===== src/rtl/alu_arbiter.sv =====
// Two-requester round-robin front end for a shared single-cycle ALU.
// Holds each result until the consumer takes it and keeps the architectural flag register.
module alu_arbiter (
  input  logic        clk,
  input  logic        rst,
  input  logic        req0_valid,
  input  logic [15:0] req0_a,
  input  logic [15:0] req0_b,
  input  logic [2:0]  req0_op,
  output logic        req0_ready,
  input  logic        req1_valid,
  input  logic [15:0] req1_a,
  input  logic [15:0] req1_b,
  input  logic [2:0]  req1_op,
  output logic        req1_ready,
  output logic [15:0] alu_in1,
  output logic [15:0] alu_in2,
  output logic [2:0]  alu_op,
  output logic [2:0]  alu_flag_in,
  input  logic [15:0] alu_out,
  input  logic [2:0]  alu_flag,
  output logic        rsp_valid,
  output logic        rsp_id,
  output logic [15:0] rsp_result,
  output logic [2:0]  rsp_flag,
  input  logic        rsp_ready,
  input  logic        flag_clr,
  output logic [2:0]  flag_q
);

  typedef enum logic [1:0] {IDLE, EXEC, HOLD} state_t;

  state_t      state;
  logic        last_grant;
  logic [15:0] a_q;
  logic [15:0] b_q;
  logic [2:0]  op_q;
  logic        id_q;
  logic        any_valid;
  logic        grant_id;

  // On a tie the requester that did not win last time gets the ALU.
  always_comb begin
    any_valid  = req0_valid | req1_valid;
    grant_id   = (req0_valid && req1_valid) ? ~last_grant : req1_valid;
    req0_ready = 1'b0;
    req1_ready = 1'b0;
    if (!rst && state == IDLE && any_valid) begin
      req0_ready = ~grant_id;
      req1_ready = grant_id;
    end
  end

  assign alu_in1     = a_q;
  assign alu_in2     = b_q;
  assign alu_op      = op_q;
  assign alu_flag_in = flag_q;

  always_ff @(posedge clk) begin
    if (rst) begin
      state      <= IDLE;
      last_grant <= 1'b1;
      a_q        <= 16'h0000;
      b_q        <= 16'h0000;
      op_q       <= 3'b000;
      id_q       <= 1'b0;
      rsp_valid  <= 1'b0;
      rsp_id     <= 1'b0;
      rsp_result <= 16'h0000;
      rsp_flag   <= 3'b000;
      flag_q     <= 3'b000;
    end else begin
      case (state)
        IDLE: begin
          if (flag_clr) flag_q <= 3'b000;
          if (any_valid) begin
            a_q        <= grant_id ? req1_a  : req0_a;
            b_q        <= grant_id ? req1_b  : req0_b;
            op_q       <= grant_id ? req1_op : req0_op;
            id_q       <= grant_id;
            last_grant <= grant_id;
            state      <= EXEC;
          end
        end
        // The ALU flag update wins over a simultaneous flag_clr here.
        EXEC: begin
          rsp_result <= alu_out;
          rsp_flag   <= alu_flag;
          flag_q     <= alu_flag;
          rsp_id     <= id_q;
          rsp_valid  <= 1'b1;
          state      <= HOLD;
        end
        HOLD: begin
          if (flag_clr) flag_q <= 3'b000;
          if (rsp_ready) begin
            rsp_valid <= 1'b0;
            state     <= IDLE;
          end
        end
        default: state <= IDLE;
      endcase
    end
  end

endmodule


===== config.mk =====
export PLATFORM = sky130hd
export DESIGN_NAME = alu_arbiter
export DESIGN_NICKNAME = d
export VERILOG_FILES = /design/src/rtl/alu_arbiter.sv
export SDC_FILE = /design/constraint.sdc
export NUM_CORES = 1
export LEC_CHECK = 0
export ABC_CLOCK_PERIOD_IN_PS = 2300
export CORE_MARGIN = 4
export CORE_UTILIZATION = 39
export DETAILED_ROUTE_END_ITERATION = 10
export PLACE_DENSITY = 0.89
export SLEW_MARGIN = 20
export SYNTH_ARGS = -nofsm -noshare
export SYNTH_HDL_FRONTEND = slang
export SYNTH_SLANG_ARGS = --single-unit

===== constraint.sdc =====
create_clock -name clk -period 2.3 [get_ports clk]
set_input_delay 0.69 -clock clk [delete_from_list [all_inputs] [get_ports clk]]
set_output_delay 0.69 -clock clk [all_outputs]
set_load 0.1 [all_outputs]

# Word level (Yosys, flattened, before mapping)
# Cells that the tools add are included.
# Widths: inputs -> output; s select.
# op_classes
n_eq_ne,5
mux,13
bitwise_logic,3
reduce_logical,12
# op_table
operator,n
$mux 16,2
$reduce_and 2->1,4
$mux 3,2
$pmux 2 s3,1
$pmux 3 s2,1
$mux 1,4
$mux 2,2
$ne 2x2->1 const B,2
$reduce_bool 2->1,2
$logic_and 1x1->1,3
$eq 2x1->1 const B,1
$eq 2x2->1 const B,1
$logic_not 2->1,1
$ne 2x1->1 const B,1
$not 1->1,2
$pmux 1 s2,1
$reduce_or 2->1,1
$logic_not 1->1,1
$or 1x1->1,1
# word_totals
register_bits,63
in_bits,95
out_inout_bits,64
elab_cells,44

# Longest topological paths before layout
# logic_depth
word_depth,4
depth_mapped,6
ltp_nobuf,3

# Worst setup path after synthesis
# No wires, ideal clock.
# synth_timing
path_kind,input to output
startpoint,input port req1_valid
endpoint,output port req1_ready
arrival_time_ns,3.272
required_ns,1.610
slack_ns,-1.662
path_stages,4
path_buffers,2
path_cell_list,a21bo_2 buf_4 buf_2 nor3_1
# synth_between
elab_chain_cells,3
word_cells_on_any_way,5
classes_between,2 x mux; 1 x bitwise; 2 x reduce/logical
# synth_lines
item,line,source
from (decl),11,"input logic req1_valid,"
$logic_and 1x1->1 / $or 1x1->1 (equally long branches),"45, 44",
$mux 1 / $logic_and 1x1->1 (equally long branches),"45, 48",
$mux 1 (*),48,if (!rst && state == IDLE && any_valid) begin
to (decl),15,"output logic req1_ready,"
# Every way passes the cells marked *; elsewhere a longest branch is shown, timed or not.

# Final worst setup path
# layout_timing
startpoint,input port req1_valid
endpoint,output port req0_ready
# layout_between
elab_chain_cells,4
word_cells_on_any_way,6
classes_between,2 x mux; 2 x bitwise; 2 x reduce/logical
# layout_lines
item,line,source
$logic_and 1x1->1,45,grant_id = (req0_valid && req1_valid) ? ~last_grant : req1_valid;
$mux 1,45,
$not 1->1,49,req0_ready = ~grant_id;
$mux 1 (*),48,
to (decl),10,"output logic req0_ready,"
# Marks and branches as above.

==> metrics.txt <==
Syn Area/Cell=around 8.6 µm²; Crit Path Category=primary input to primary output; HPWL after DPL=6220 µm; Sink Count=between 60 and 70; area grow syn2layout=60.6%; Worst Tran Pin Value=793 ps; Mapped Nets=429; Setup Skew=10.9 ps; max_cap viols=0; drt drc=0; Syn Inst Count=334; EDFF count, synth=0; Peak Freq=roughly 440 MHz; P per Cell Area=873 nW/µm²; top-area cell type share of the netlist area=a little over two fifths; worst hold-check slack=about 450 ps; largest net degree at the start of global routing=58; Max VDD drop=about 0.00038 V; Vias/cell=roughly 5.1; routability cong.=~0.70; Post-synth top cells=nand2_1 (113), dfxtp_1 (63), a21oi_1 (61); Area contributors post-synth=dfxtp_1 (44%), a311oi_2 (15%), nand2_1 (15%); Hold Fails Final Rpt=0; status=completed; Slew HR=a little under half; grt peak-use layer=met2; r2r endpoint=alu_in1[5]$_SDFFE_PP0P_; CTS root buf=clkbuf_8; Hold WC Path Type=flip-flop to flip-flop; fin util=64.0%; dominant synthesized flop cell=dfxtp_1; setup violation total in the final timing report=0; Pins Over Slew Limit=0; n_diodes=0; GRT overflow=0; GRT Total Usage=a little under a fifth; Clk Latency, worst-skew pair=around 340 ps; minimum clock period=~2300 ps; core area=7210 µm²; Routed WL per cell=approximately 15 µm; CTS tree=yes; Setup crit end=req0_ready; total CTS buffers=9; pre-CTS setup slack=-371 ps; Initial Utilization=about 40%; Post-synth ARST share=0%; IO buf count=158; CP required=1610 ps; Crit path arrival time=1590 ps; Non-Filler Instances=between 500 and 600; GR Util met2=roughly 33%; Reg2Reg Launch Point=state[0]$_SDFFE_PP0P_; IO Count=159; total of warnings raised by yosys=0; post-synth cell types=26; initial antenna violation count=0; internal reg-to-reg setup slack=just under 500 ps; layout cell share with drive strength beyond 1=about 28%; Critical Path Start=req1_valid; Die Span Y=roughly 94 µm; Die ar.=8820 µm²; H-tree levels=3; Netlist Area Pre-Place=roughly 2900 µm²; FF+latch count, synth=63; Post-Route WL=~8500 µm; Die X=roughly 94 µm; Worst setup SP type=primary input; RSZ-0062 raised after global routing=no; first-pass GRT wire length=~13000 µm; met3 usage=5.29%; leading area contributor after synthesis=dfxtp_1; setup bufs post-CTS=0; Cell Count Post-Placement=567; met1 Use GR=21.9%; drt pass-1 iters=4; first-iteration detailed-routing DRC count=roughly 110; setup_tns=0 ps; post-layout worst setup margin=17.7 ps; clk buf depth=2; Final #Nets=around 570; vias in the first global route=roughly 2900; Clk pin slew, worst setup/hold paths=approximately 60 ps; total vias in the final route=2992; Tcrit/Tclk final=between 90% and 100%; sequential cell area fraction in the yosys report=between 40 and 50%; Static Leak=1.85 nW; Worst Path Max Fanout=3; reg2reg path depth=5; post-route ant nets=0; Core Rows=31; Critical Path End Type=primary output; count leader, synth=nand2_1
area by class of cell:
cell class,instances,area [µm²]
Clock inverter,7,121
Multi-Input combinational cell,235,1440
Inverter,1,3.75
Clock buffer,9,124
Sequential cell,63,1260
Tap cell,99,124
Timing Repair Buffer,169,1540
Fill cell,596,2590
sequential cells by signal, summed over array words and instances, names as in the netlist:
signal,count
alu_in2,16
alu_flag_in,3
alu_op,3
rsp_flag,3
alu_in1,16
rsp_id,1
rsp_valid,1
rsp_result,16
last_grant,1
state,2
id_q,1
logic make-up after synthesis:
logic type / share of synthesized area [%]
AOI/OAI and AO/OA: 29.3
buffers and inverters: 7.35
and+or+nand+nor: 18.3
muxes: 1.17
DFF: 43.8
cells in the final DEF (no fill, tap or decap), types with 3 or more instances in the layout:
cell,instances
nor2_1,4
bufinv_16,3
clkinv_4,3
dfxtp_1,63
a21oi_1,61
a311oi_1,6
a311oi_2,29
buf_4,71
mux2_2,3
clkdlybuf4s50_1,91
buf_12,3
clkbuf_8,9
nand2_1,112
nor3b_1,3
metal layers:
metal	wire length [µm]	vias to the layer above
met4	159	0
met2	4220	139
li1	-	1451
met1	3380	1386
met5	0	-
met3	753	16
worst min path at each step:
stage                         from                   to  slack, ps  cells after the start
3_5_place_dp     id_q$_SDFFE_PP0P_  rsp_id$_SDFFE_PP0P_        440                      2
2_1_floorplan    id_q$_SDFFE_PP0P_  rsp_id$_SDFFE_PP0P_        430                      2
6_report         id_q$_SDFFE_PP0P_  rsp_id$_SDFFE_PP0P_        450                      2
4_1_cts          id_q$_SDFFE_PP0P_  rsp_id$_SDFFE_PP0P_        450                      2
3_3_place_gp     id_q$_SDFFE_PP0P_  rsp_id$_SDFFE_PP0P_        430                      2
5_1_grt        rsp_id$_SDFFE_PP0P_  rsp_id$_SDFFE_PP0P_        490                      2
per-stage QoR:
stage,total power [mW],area [µm²]
floorplan,2.49,2930
global placement,2.88,4370
detailed placement,2.90,4370
CTS,4.07,4620
global route,4.20,4620
finish,4.03,4620
where the power goes:
part	total (mW)	switching [mW]	internal (mW)	leakage, nW
combinational	1.60	1.14	0.458	1.20
sequential	1.28	0.0735	1.20	0.520
clock	1.16	0.436	0.723	0.123
total	4.03	1.65	2.38	1.85
timing repair:
action	CTS	global route
setup endpoints to repair	2	0
resized for setup	8	0
hold buffers	0	0
critical path, stage by stage:
cell,delay (ps)
clkdlybuf4s15_2,210
buf_6,130
a21boi_4,140
nor3_4,220
buf_12,200
Note: power is estimated with default switching activity, not from simulation.
